--- config.mk ---
export PLATFORM = sky130hd
export DESIGN_NAME = uart_gpio_rx
export DESIGN_NICKNAME = d
export VERILOG_FILES = /design/src/rtl/uart_gpio_pkg.sv /design/src/rtl/uart_gpio_fifo.sv /design/src/rtl/uart_gpio_rx.sv
export SDC_FILE = /design/constraint.sdc
export NUM_CORES = 1
export LEC_CHECK = 0
export CAP_MARGIN = 20
export CORE_ASPECT_RATIO = 1.4
export CORE_UTILIZATION = 35
export DETAILED_ROUTE_END_ITERATION = 12
export PLACE_DENSITY_LB_ADDON = 0.25
export REMOVE_ABC_BUFFERS = 1
export SYNTH_ARGS = -nofsm -noshare
export SYNTH_HDL_FRONTEND = slang
export SYNTH_SLANG_ARGS = --single-unit
--- constraint.sdc ---
create_clock -name ppm_clk -period 4.4 [get_ports ppm_clk]
set_clock_uncertainty 0.2 [all_clocks]
set_input_delay 0.44 -clock ppm_clk [delete_from_list [all_inputs] [get_ports ppm_clk]]
set_output_delay 0.44 -clock ppm_clk [all_outputs]
set_load 0.01 [all_outputs]
--- src/rtl/uart_gpio_pkg.sv ---
// uart_gpio_pkg
// Shared definitions for the MCU-to-fabric UART receive path:
//   - rx_state_t    receiver state encoding
//   - calc_cpb()    clocks-per-bit from clock frequency and line rate
//   - DEFAULT_BAUD  default line rate
//   - DATA_W        byte width carried through the receive FIFO
package uart_gpio_pkg;

  localparam int DEFAULT_BAUD = 115200;
  localparam int DATA_W       = 8;

  typedef enum logic [2:0] {
    IDLE      = 3'd0,
    START     = 3'd1,
    DATA      = 3'd2,
    PARITY    = 3'd3,
    STOP      = 3'd4,
    WAIT_HIGH = 3'd5
  } rx_state_t;

  function automatic int calc_cpb(input int clk_hz, input int baud);
    return clk_hz / baud;
  endfunction

endpackage

--- src/rtl/uart_gpio_fifo.sv ---
// uart_gpio_fifo
// Small circular receive buffer. Pointers carry one extra wrap bit so that
// full and empty are told apart by the pointer MSBs.
// Ports:
//   ppm_clk, ppm_rst  clock, synchronous active-high reset
//   push, push_data   write request and byte
//   pop               read request (ignored while empty)
//   head              byte at the read pointer
//   not_empty         at least one byte stored
//   drop              combinational: this cycle's push is being discarded
module uart_gpio_fifo
  import uart_gpio_pkg::*;
#(
  parameter int DEPTH = 4
) (
  input  logic              ppm_clk,
  input  logic              ppm_rst,
  input  logic              push,
  input  logic [DATA_W-1:0] push_data,
  input  logic              pop,
  output logic [DATA_W-1:0] head,
  output logic              not_empty,
  output logic              drop
);

  localparam int AW = $clog2(DEPTH);

  logic [DATA_W-1:0] mem [DEPTH];
  logic [AW:0]       wr_ptr;
  logic [AW:0]       rd_ptr;
  logic              empty;
  logic              full;
  logic              pop_ok;
  logic              push_ok;

  assign empty = (wr_ptr == rd_ptr);
  assign full  = (wr_ptr[AW] != rd_ptr[AW]) && (wr_ptr[AW-1:0] == rd_ptr[AW-1:0]);

  // A pop on a full FIFO frees the slot the simultaneous push needs.
  assign pop_ok  = pop && !empty;
  assign push_ok = push && (!full || pop_ok);
  assign drop    = push && full && !pop_ok;

  assign head      = mem[rd_ptr[AW-1:0]];
  assign not_empty = !empty;

  always_ff @(posedge ppm_clk) begin
    if (ppm_rst) begin
      wr_ptr <= '0;
      rd_ptr <= '0;
      for (int i = 0; i < DEPTH; i++) begin
        mem[i] <= '0;
      end
    end else begin
      if (push_ok) begin
        mem[wr_ptr[AW-1:0]] <= push_data;
        wr_ptr              <= wr_ptr + 1'b1;
      end
      if (pop_ok) begin
        rd_ptr <= rd_ptr + 1'b1;
      end
    end
  end

endmodule

--- src/rtl/uart_gpio_rx.sv ---
// uart_gpio_rx
// Receive end of the MCU-to-fabric UART link carried on GPIO H0. The pin is
// treated as idle-high whenever the MCU output driver is disabled.
// Optional feature macro: UART_GPIO_RX_PARITY_EN (even parity bit between
// data and stop, adds the parity_err output).
// Ports:
//   ppm_clk, ppm_rst           clock, synchronous active-high reset
//   gpio_h0_out, gpio_h0_oe_n  MCU serial data and active-low output enable
//   rx_data, rx_valid,
//   rx_ready                   FIFO head byte with valid/ready handshake
//   frame_err                  1-cycle pulse: stop bit sampled low
//   overrun                    1-cycle pulse: byte dropped, FIFO full
//   parity_err                 (parity build) 1-cycle pulse: parity mismatch
//
// state     | meaning
// ----------+-------------------------------------------------------------
// IDLE      | waiting for a falling edge on line_s
// START     | half a bit in, confirming the start bit is still low
// DATA      | sampling 8 data bits, LSB first, one per CPB cycles
// PARITY    | sampling the even parity bit (parity build only)
// STOP      | sampling the stop bit; push byte or flag a framing error
// WAIT_HIGH | after a framing error, waiting for the line to go idle
module uart_gpio_rx
  import uart_gpio_pkg::*;
#(
  parameter int CLK_HZ     = 50_000_000,
  parameter int BAUD       = DEFAULT_BAUD,
  parameter int FIFO_DEPTH = 4
) (
  input  logic       ppm_clk,
  input  logic       ppm_rst,
  input  logic       gpio_h0_out,
  input  logic       gpio_h0_oe_n,
  output logic [7:0] rx_data,
  output logic       rx_valid,
  input  logic       rx_ready,
  output logic       frame_err,
  output logic       overrun
`ifdef UART_GPIO_RX_PARITY_EN
  ,
  output logic       parity_err
`endif
);

  localparam int CPB   = calc_cpb(CLK_HZ, BAUD);
  localparam int CNT_W = $clog2(CPB);
  localparam logic [CNT_W-1:0] HALF_LAST = CNT_W'(CPB / 2 - 1);
  localparam logic [CNT_W-1:0] FULL_LAST = CNT_W'(CPB - 1);

  rx_state_t  state;
  rx_state_t  state_nx;

  logic       sync1;
  logic       line_s;
  logic       line_prev;
  logic [CNT_W-1:0] cnt;
  logic [2:0] bit_cnt;
  logic [7:0] shreg;

  logic       cnt_clr;
  logic       bit_clr;
  logic       take_bit;
  logic       push;
  logic       ferr_set;
  logic       fifo_drop;
  logic       par_bad;
`ifdef UART_GPIO_RX_PARITY_EN
  logic       par_sample;
`endif

  always_ff @(posedge ppm_clk) begin
    if (ppm_rst) begin
      state <= IDLE;
    end else begin
      state <= state_nx;
    end
  end

  always_comb begin
    state_nx = state;
    cnt_clr  = 1'b0;
    bit_clr  = 1'b0;
    take_bit = 1'b0;
    push     = 1'b0;
    ferr_set = 1'b0;
`ifdef UART_GPIO_RX_PARITY_EN
    par_sample = 1'b0;
`endif
    case (state)
      IDLE: begin
        if (line_prev && !line_s) begin
          state_nx = START;
          cnt_clr  = 1'b1;
          bit_clr  = 1'b1;
        end
      end
      START: begin
        if (cnt == HALF_LAST) begin
          if (line_s) begin
            state_nx = IDLE;
          end else begin
            state_nx = DATA;
            cnt_clr  = 1'b1;
          end
        end
      end
      DATA: begin
        if (cnt == FULL_LAST) begin
          take_bit = 1'b1;
          cnt_clr  = 1'b1;
          if (bit_cnt == 3'd7) begin
`ifdef UART_GPIO_RX_PARITY_EN
            state_nx = PARITY;
`else
            state_nx = STOP;
`endif
          end
        end
      end
`ifdef UART_GPIO_RX_PARITY_EN
      PARITY: begin
        if (cnt == FULL_LAST) begin
          par_sample = 1'b1;
          cnt_clr    = 1'b1;
          state_nx   = STOP;
        end
      end
`endif
      STOP: begin
        if (cnt == FULL_LAST) begin
          if (line_s) begin
            push     = !par_bad;
            state_nx = IDLE;
          end else begin
            ferr_set = 1'b1;
            state_nx = WAIT_HIGH;
          end
        end
      end
      WAIT_HIGH: begin
        if (line_s) begin
          state_nx = IDLE;
        end
      end
      default: state_nx = IDLE;
    endcase
  end

  // line_prev follows line_s in every state so a start edge can be taken
  // in the very first IDLE cycle after a stop sample.
  always_ff @(posedge ppm_clk) begin
    if (ppm_rst) begin
      sync1     <= 1'b1;
      line_s    <= 1'b1;
      line_prev <= 1'b1;
      cnt       <= '0;
      bit_cnt   <= '0;
      shreg     <= '0;
      frame_err <= 1'b0;
      overrun   <= 1'b0;
    end else begin
      sync1     <= gpio_h0_oe_n | gpio_h0_out;
      line_s    <= sync1;
      line_prev <= line_s;
      cnt       <= cnt_clr ? '0 : cnt + 1'b1;
      if (bit_clr) begin
        bit_cnt <= '0;
      end else if (take_bit) begin
        bit_cnt <= bit_cnt + 1'b1;
      end
      if (take_bit) begin
        shreg <= {line_s, shreg[7:1]};
      end
      frame_err <= ferr_set;
      overrun   <= fifo_drop;
    end
  end

`ifdef UART_GPIO_RX_PARITY_EN
  // Even parity: data bits XOR parity bit must be zero. A bad byte is
  // remembered until the stop sample so the push can be suppressed there.
  always_ff @(posedge ppm_clk) begin
    if (ppm_rst) begin
      par_bad    <= 1'b0;
      parity_err <= 1'b0;
    end else begin
      parity_err <= par_sample && ((^shreg) ^ line_s);
      if (bit_clr) begin
        par_bad <= 1'b0;
      end else if (par_sample) begin
        par_bad <= (^shreg) ^ line_s;
      end
    end
  end
`else
  assign par_bad = 1'b0;
`endif

  uart_gpio_fifo #(
    .DEPTH (FIFO_DEPTH)
  ) u_fifo (
    .ppm_clk   (ppm_clk),
    .ppm_rst   (ppm_rst),
    .push      (push),
    .push_data (shreg),
    .pop       (rx_ready),
    .head      (rx_data),
    .not_empty (rx_valid),
    .drop      (fifo_drop)
  );

endmodule

# --- After elaboration in Yosys (flattened, before gate mapping) ---
# Memory sizes are Yosys's and may differ from the RTL's. A register that Yosys moved wholly into a read port is not among the register bits.
# Index checks and enable logic that the tools add are counted.
classes:
  shifts: 0
  add_sub_neg: 4
  bitwise: 3
  n_lt_le_gt_ge: 0
  div: 0
  multipliers: 0
  n_reduce_logical: 17
  n_mux: 29
  n_eq_ne: 16
ops:
  columns: ["operator", "n"]
  rows:
  - ["2-to-1 mux 3 bit", 7]
  - ["2-to-1 mux 1 bit", 15]
  - ["case mux 3 bit (5 select lines)", 1]
  - ["!= test 2 bit, second input constant", 6]
  - ["adder 3 x 1 -> 3 bit, second input constant", 3]
  - ["adder 9 x 1 -> 9 bit, second input constant", 1]
  - ["== test 3 bit, second input constant", 3]
  - ["== test 9 x 8 -> 1 bit, second input constant", 1]
  - ["== test 9 bit, second input constant", 1]
  - ["2-to-1 mux 2 bit", 4]
  - ["2-to-1 mux 8 bit", 1]
  - ["OR reduction 8 bit", 1]
  - ["logical AND 1 bit", 6]
  - ["AND reduction 6 bit", 1]
  - ["zero test 1 bit", 4]
  - ["OR reduction 2 bit", 2]
  - ["== test 3 x 1 -> 1 bit, second input constant", 1]
  - ["== test 3 x 2 -> 1 bit, second input constant", 1]
  - ["== test 3 bit", 1]
  - ["zero test 3 bit", 1]
  - ["case mux 1 bit (3 select lines)", 1]
  - ["OR reduction 3 bit", 1]
  - ["== test 2 bit", 1]
  - ["inverter 1 bit", 2]
  - ["3 further kinds", 3]
word_totals:
  elab_cells: 81
  romBits: 0
  n_memories: 1
  in_bits: 5
  latchBits: 0
  output_inout_bits: 11
  register_bits: 34
  ramBits: 32
memory_table:
  columns: ["memory", "words", "word_bits", "rd", "rd_ports_with_merged_regs", "wr", "line", "source"]
  rows:
  - ["u_fifo.mem", 4, 8, 1, 1, 4, "uart_gpio_fifo.sv:28", "logic [DATA_W-1:0] mem [DEPTH];"]

# --- Logic depth before layout (Yosys ltp) ---
# Gate-level depths: netlist of run 1.
logic_depth:
  depth_word: 10
  ltp_mapped: 8

# --- Modules after synthesis ---
# Synthesis of run 1 repeated with hierarchy kept, for this count alone.
hier_totals:
  hier_cells: 267
  area_unflattened_um2: 3163.0
modules_own_cells:
  columns: ["module", "seq_area_each_um2", "cells_each", "n_inst", "area_per_inst_um2"]
  rows:
  - ["uart_gpio_fifo", 1121.1, 143, 1, 1950.6]
  - ["uart_gpio_rx", 560.5, 124, 1, 1212.4]

# --- Worst setup path after synthesis of run 1 ---
# OpenSTA, ideal clock, no wires.
synth_timing:
  kind: "register -> register"
  from: "register cnt[0]"
  to: "memory u_fifo.mem[2][0], enable pin"
  slack_ns: 1.997
  period_less_slack_ns: 2.403
  required_ns: 3.825
  setup_ns: 0.375
  t_arrival_ns: 1.829
  n_path_buf: 0
  path_stages_with_launch: 6
  cell_sequence: "dfxtp_1 ha_1 and4bb_2 nand4_2 or3_1 o21bai_1"
synth_lines:
  columns: ["element", "line", "source"]
  rows:
  - ["from (decl)", "uart_gpio_rx.sv:56", "logic [CNT_W-1:0] cnt;"]
  - ["from (signal assigned)", "uart_gpio_rx.sv:165", "cnt <= cnt_clr ? '0 : cnt + 1'b1;"]
  - ["to (decl)", "uart_gpio_fifo.sv:28", null]

==> results of run 1 <==
## worst max-delay path, delay by kind of cell (launching register included)
kind / cells / cell delay, ps
fa+ha+maj: 1 / 160
compound gates: 1 / 650
flops: 1 / 400
simple gates: 3 / 980
## state kept, by name, summed over array words and instances (netlist names), named ones only
signal and flops:
bit_cnt 3, cnt 9, frame_err 1, line_prev 1, line_s 1, overrun 1
shreg 8, state 3, sync1 1, u_fifo.mem 32, u_fifo.rd_ptr 3, u_fifo.wr_ptr 3
## cell usage after synthesis (6+ instances only)
| cell type | number |
|---|---|
| sky130_fd_sc_hd__and2_1 | 33 |
| sky130_fd_sc_hd__clkbuf_1 | 6 |
| sky130_fd_sc_hd__dfxtp_1 | 36 |
| sky130_fd_sc_hd__edfxtp_1 | 32 |
| sky130_fd_sc_hd__ha_1 | 7 |
| sky130_fd_sc_hd__inv_1 | 6 |
| sky130_fd_sc_hd__mux2i_1 | 13 |
| sky130_fd_sc_hd__mux4_2 | 8 |
| sky130_fd_sc_hd__nand2_1 | 8 |
| sky130_fd_sc_hd__nor2_1 | 31 |
| sky130_fd_sc_hd__xnor2_1 | 6 |
| sky130_fd_sc_hd__xor2_1 | 7 |
## worst max path at each step
stage	startpoint	end	slack, ps	cells after the start
floorplan	cnt[0]	u_fifo.mem[2][0]	2000	5
global placement	rx_ready	u_fifo.mem[0][6]	1680	4
detailed placement	cnt[0]	u_fifo.mem[0][4]	1610	5
CTS	cnt[0]	u_fifo.mem[0][2]	1600	5
global route	cnt[0]	u_fifo.mem[0][2]	1470	5
finish	cnt[0]	u_fifo.mem[0][2]	1620	5
## layout by cell type, fill, tap and decap left out, drive strengths merged, types with 4 or more instances in the layout
cell / n
nand2b: 4
edfxtp: 32
and2: 33
xor2: 7
nand2: 8
ha: 7
clkbuf: 10
a31o: 4
xnor2: 6
mux4: 8
mux2i: 13
dfxtp: 36
clkdlybuf4s50: 15
nor2: 31
inv: 6
clkinv: 4
## cell families after synthesis
group | count (synthesis) | synth area share, %
and+or+nand+nor | 106 | 20.9
DFF | 68 | 55.2
muxes | 21 | 10.2
AOI/OAI and AO/OA | 19 | 4.73
buffers and inverters | 17 | 2.34
xor gates and xnor gates | 13 | 3.74
adders and majority gates | 7 | 2.88
## power by group through the flow
| stage | logic, mW | clock network [mW] | registers (mW) |
|---|---|---|---|
| final | 0.0406 | 0.624 | 0.682 |
| after global placement | 0.0412 | 0 | 0.694 |
| after detailed placement | 0.0417 | 0 | 0.695 |
| after CTS | 0.0419 | 0.641 | 0.682 |
| after floorplan | 0.0231 | 0 | 0.692 |
| after global routing | 0.0452 | 0.669 | 0.683 |
## layout make-up
class / count / area [sq um] / share of cell area, %
multi-input cells: 166 / 1290 / 36.5
clock inverters: 6 / 32.5 / 0.918
well taps: 102 / 128 / 3.60
repair buffers: 16 / 158 / 4.45
clock buffers: 10 / 229 / 6.46
inverters: 6 / 22.5 / 0.636
flip-flops and latches: 68 / 1680 / 47.5
## per-stage QoR
stage / util, % / power [mW] / cells
floorplan: - / 0.715 / 240
global placement: 39.5 / 0.736 / 358
detailed placement: 39.5 / 0.737 / 358
CTS: 42.7 / 1.36 / 374
global route: 42.7 / 1.40 / 374
finish: 42.7 / 1.35 / 374
## metal layers
layer	part of all wire, %	vias up	GRT usage [%]	routed length [um]
met5	0	-	0	0
met4	2.8	0	8.57	145
met3	2.2	10	3.41	113
met2	53	22	21.7	2710
met1	42	887	13.9	2200
li1	-	922	-	-
==> impl.org, run 1 <==
** Run status
- The run finished with clean final reports.

** Power
- Share of total power consumed by net switching :: 20.6%
- Across the VDD grid, the largest voltage drop is 0.000202 V.
- Leakage power summed over all cells :: 1.28 nW
- For this design the total switching power over the nets is 277 uW.
- Power Internal :: 1.07 mW
- Reg power frac :: 50.6%
- Fraction of power consumed by the clock network :: 46.4%
- Logic gate share of total power :: 3.0%
- Dividing total power by cell area gives a power density of 380 nW/um^2.

** CTS
- Register clock-pin slew on the reported worst setup and hold paths :: 60 ps
- Total number of clock tree sinks :: 68
- Maximum clock path buffer count :: 2
- CTS placed an instance of sky130_fd_sc_hd__clkbuf_16 at the clock tree root.
- For the worst-skew pair, the clock arrives at the later sink with an insertion delay of 330 ps.
- Number of hold-repair buffers added at the cts stage :: 0
- TritonCTS built the clock tree.
- Number of setup buffers added after CTS :: 0
- Number of buffers inserted during clock tree synthesis :: 9
- Number of H-tree levels :: 3
- Post-CTS repair changed the size of 0 cells.

** Synth
- Total of warnings raised by yosys :: 0
- Part of the Yosys area used for sequential elements :: 55.2%
- The largest total area in the synthesized netlist belongs to sky130_fd_sc_hd__edfxtp_1.
- Number of cells produced by synthesis :: 251
- Yosys attributes the largest share of cell area to sky130_fd_sc_hd__edfxtp_1 (32%), sky130_fd_sc_hd__dfxtp_1 (24%), sky130_fd_sc_hd__and2_1 (6.8%).
- Cell area after synthesis :: 3040 sq um
- Number of flops mapped to enable cells by yosys :: 32
- Fraction of registers with async set or reset after synthesis :: 0%
- Syn Area/Cell :: 12.1 sq um
- Counting distinct cell types in the post-synthesis netlist gives 46.
- Among all flip-flop cells after synthesis, the most frequent one is sky130_fd_sc_hd__dfxtp_1.
- Summed over its instances, the top area cell type makes up 31.6% of the synthesized netlist area.
- Synthesis-stage register bit count :: 68

** Min path
- Terminating pin of the worst hold path :: line_s
- Worst Hold Depth :: 1
- Worst hold path type :: register to register
- The worst hold path begins at sync1.

** Drt
- Summed over all layers, the routed wires come to 5.17 mm.
- Post-DR wirelength/cell :: 13.8 um
- Initial detailed-routing violation count :: 88
- DRT antenna net count :: 0
- The detailed router placed 1841 vias in this run.
- First-pass iteration count of the detailed router :: 4
- After detailed routing, the number of vias per cell comes to 4.92.
- Number of remaining DRC errors :: 0

** Critical path
- Path type of the worst setup path :: register to register
- The worst setup path is captured at a register.
- STA puts the critical path data arrival time at 2530 ps.
- Critical R2R Capture :: u_fifo.mem[0][2]
- The worst setup path is launched from a register.
- Along the worst path, the maximum fanout reaches 9.
- Across all register-to-register paths, the minimum setup slack is 1620 ps.
- The slowest stage of the critical path belongs to the cell sky130_fd_sc_hd__o21bai_1.
- The startpoint identified for the worst register-to-register timing path is cnt[0].
- For this run, the slowest stage of the critical path takes 650 ps.
- STA puts the critical path data required time at 4150 ps.
- Worst reg2reg path depth :: 5
- Walking the worst path, the cells encountered are ha_1, and4bb_2, nand4_2, or3_1, o21bai_1.

** Die
- Number of placement rows :: 39
- Effective utilization at floorplan :: 36.7%
- The die is 80.8 um wide.
- The die is 112 um tall.
- During I/O placement, the number of pins put on the boundary was 16.
- Core region area :: 8300 sq um
- The die covers 9080 sq um.

** Timing
- Setup repair after global routing left no endpoint under its margin.
- Setup violations remaining at the end of the flow were counted as 0.
- Dividing the final minimum period by the clock period gives 63.2%.
- Setup TNS :: 0 ps
- Crit path setup slack, layout :: 1620 ps
- Final max-slew violation count :: 0
- Measured against its own limit, the worst slew margin works out to 46.4%.
- Final-layout worst hold slack :: 208 ps
- Total count of hold-check failures in the final report :: 0
- For the finished layout, the period the worst path requires is 2780 ps.
- Slew @ Worst Pin :: 802 ps
- Timing would allow up to 360 MHz.

** Global routing
- The number of global-route vias before repair was 1802.
- Maximum number of pins on one net before global-route repair :: 31
- Number of antenna violations at the first check in global routing :: 0
- Global-route usage over all layers :: 12.9%
- Wire length of the first global-routing pass :: 8.58 mm
- The total overflow left after global routing is 0.

** Layout
- Area Growth Syn to Fin :: 16.4%
- The finished cells cover 3540 sq um.
- Fill cell count :: 795
- 0 antenna diodes ended up in the layout.
- The post-route netlist has 13.2% of its cells at a drive strength greater than 1.
- Final #Nets :: 279

** Placed design
- Summed over all nets, the half-perimeter wirelength after detailed placement is 3.76 mm.
- After detailed placement, the total cell area comes to 3280 sq um.
- Minimum setup slack after placement :: 1610 ps
- Final estimated routing congestion in global placement :: 0.777
- IO Port Bufs :: 15

** Flow run
- Number of max-cap violations :: 0
No activity file was read; power rests on OpenSTA's default activity.
==> run 2, diff against run 1 <==
==> constraint.sdc (replaced) <==
create_clock -name ppm_clk -period 2.35 [get_ports ppm_clk]
set_clock_uncertainty 0.2 [all_clocks]
set_input_delay 0.235 -clock ppm_clk [delete_from_list [all_inputs] [get_ports ppm_clk]]
set_output_delay 0.235 -clock ppm_clk [all_outputs]
set_load 0.01 [all_outputs]
==> impl.org, run 2 (synthesis gave the netlist of run 1 again) <==
** Run status
- The flow ran to the end, and the final reports show no timing, DRC or antenna violations.

** Timing
- After layout, the worst path uses 96.3% of the clock period.
- The number of hold violations in the final report is 0.
- Final max-slew violation count :: 0
- Timing would allow up to 442 MHz.
- The smallest clock period supported by the final layout is computed as 2260 ps.
- For the pin with the worst max-slew slack, the measured transition is 577 ps.
- # setup viols final :: 0
- In this run the tightest slew margin relative to its limit is 61.5%.
- Setup repair after global routing left no endpoint under its margin.

** Critical path
- Path type of the worst setup path :: register to register
- Data arrival time at the worst-slack endpoint :: 2040 ps
- Setup slack of the worst register-to-register path :: 90 ps
- The worst register-to-register path has a depth of 5.
- Critical R2R Capture :: u_fifo.mem[3][0]
- STA classifies the critical path endpoint as a register.
- For the worst setup path, the data required time is 2130 ps.
- STA classifies the critical path startpoint as a register.
- Biggest fanout along the worst timing path :: 8
- Source of the worst register-to-register timing path :: cnt[0]

** Layout
- Leaving out fill and tap cells, the most frequent cell in the layout is sky130_fd_sc_hd__dfxtp_1.
- Proportion of layout cells with a drive suffix above 1 :: 19.6%
- In the final layout, the registers with the most flip-flops are u_fifo.mem: 32 flops, cnt: 9 flops, shreg: 8 flops.
- The area growth from synthesis to layout is 23.0%.
- Area of the multi-input gates :: 1330 sq um
- # diodes :: 0
- Final #Nets :: 292
- The library cells used most frequently in the layout, excluding fill and tap cells, are sky130_fd_sc_hd__dfxtp_1 (36), sky130_fd_sc_hd__and2_1 (33), sky130_fd_sc_hd__edfxtp_1 (32).
- Fill cell count :: 774
- Register with the highest flop count :: u_fifo.mem
- Footprint of the flip-flops and latches :: 1680 sq um
- Largest register FFs :: 32
- Excluding fillers, the count of instances in the completed layout stands at 387.

** Min path
- The startpoint identified for the worst hold timing path is sync1.
- For hold timing, the worst endpoint is line_s.
- The worst hold path belongs to the class register to register.
- Worst Hold Depth :: 1

** Global routing
- Wire length of the first global-routing pass :: 9.66 mm
- Entering global routing, the biggest net connects 17 pins.
- Overflow after GRT :: 0
- Via count of the first global-routing pass :: 1909
- The number of antenna violations at the first check in global routing is 0.
- Global-route usage over all layers :: 14.6%

** CTS
- Root Buffer :: sky130_fd_sc_hd__clkbuf_16
- TritonCTS built the clock tree.
- The longest clock path from root to sink contains 2 buffers.
- Counting the buffers created by CTS gives 9.
- The number of setup buffers added after CTS is 0.
- The clock drives 68 sinks.
- Register clock-pin slew on the reported worst setup and hold paths :: 60 ps
- Clock latency on the worst-skew pair, taken at its later pin, is 330 ps.
- The H-tree generated during clock tree synthesis spans 3 levels.

** Drt
- Once detail routing completed, the nets flagged for antenna violations numbered 0.
- First-pass iteration count of the detailed router :: 4
- Signal routing reaches up to met4.
- After detailed routing, the number of remaining DRC violations is 0.
- Wires add up to 5.81 mm.
- The detailed router put a total of 2.30 mm of wire on met1.
- Vias per inst :: 4.87
- After the first detailed-routing iteration, the DRC count stood at 112.
- Post-DR wirelength/cell :: 15.0 um
- The routed design uses 158 um of met3 wire.
- For this block, the via count after detailed routing is 1883.
- Wire length on met2 :: 3.19 mm

** Power
- Leakage power summed over all cells :: 1.38 nW
- Power Internal :: 2.24 mW
- Max IR drop VDD :: 0.000413 V
- Final total power :: 2.79 mW
- Power per cell area :: 746 nW/um^2
- Fraction of power consumed by the clock network :: 51.4%
- Reg power frac :: 45.7%
- Sw power :: 558 uW
- Logic gate share of total power :: 2.9%
- Share of total power consumed by net switching :: 20.0%

** Die
- The initial utilization of the core area, before any placement, comes to 36.7%.
- The region available for standard cell placement spans 8300 sq um.
- The floorplan has 39 rows.
- 16 I/O pins were placed.
- Die Width :: 80.8 um
- Die Y-Extent :: 112 um
- Die area :: 9080 sq um

** Placed design
- Input and output buffers added on the ports amount to 15.
- The number of placed instances, taps included, is 371.
- Detailed-placement wirelength estimate :: 4.35 mm
- Final estimated routing congestion in global placement :: 0.728

** Flow run
- Number of max-cap violations :: 0
run 2: cell count changes in the layout (fill, tap and decap cells not counted), sizes merged:
| cell | before | now |
|---|---|---|
| buf | 1 | 14 |
| bufinv | 0 | 2 |
| clkbuf | 10 | 9 |
| clkinv | 4 | 2 |
| inv | 6 | 7 |
run 2: routing by layer:
metal	vias up	global-route usage [%]
li1	950	-
met1	892	15.6
met2	30	25.7
met3	11	3.90
met4	0	7.62
met5	-	0
run 2: power groups by stage:
| stage | Sequential [mW] | Clock, mW | Combinational, mW |
|---|---|---|---|
| after floorplan | 1.30 | 0 | 0.0433 |
| after global placement | 1.30 | 0 | 0.0810 |
| after detailed placement | 1.30 | 0 | 0.0824 |
| after CTS | 1.28 | 1.46 | 0.0826 |
| after global routing | 1.28 | 1.51 | 0.0919 |
| final | 1.28 | 1.43 | 0.0814 |
run 2: how the worst max path moves through the flow:
stage                     depth (start not counted)                to     start
after floorplan                                   5  u_fifo.mem[2][0]    cnt[0]
after global placement                            6  u_fifo.mem[2][6]  rx_ready
after detailed placement                          6  u_fifo.mem[3][6]    cnt[0]
after CTS                                         6  u_fifo.mem[3][6]    cnt[0]
after global routing                              6  u_fifo.mem[1][0]    cnt[0]
final                                             5  u_fifo.mem[3][0]    cnt[0]
run 2: cell type report:
type,instances,area share (%)
Clock buffer,9,6.01
Clock inverter,7,2.64
Inverter,6,0.601
Multi-Input combinational cell,166,35.5
Sequential cell,68,44.9
Tap cell,102,3.41
Timing Repair Buffer,29,6.92
run 2: worst max-delay path, stage by stage, from the launching register on:
cell and delay (ps):
sky130_fd_sc_hd__dfxtp_1 390, sky130_fd_sc_hd__ha_1 160, sky130_fd_sc_hd__and4bb_2 280, sky130_fd_sc_hd__and2_1 180
sky130_fd_sc_hd__and4b_1 280, sky130_fd_sc_hd__a31o_1 430
run 2: timing repair:
item,4_1_cts,5_1_grt
endpoints found under the setup margin,0,44
hold buffers,0,0
gates resized for setup,0,7
run 2: stage by stage:
step	setup WS (ps)	util [%]	area [sq um]	hold slack [ps]	TNS, ps
final	86.6	45.1	3740	213	0
after global routing	3.26	45.1	3740	240	0
after CTS	13.6	44.6	3700	212	0
after detailed placement	32.4	40.7	3380	194	0
after global placement	61.2	40.7	3380	193	0
after floorplan	-51.1	-	3000	104	-817
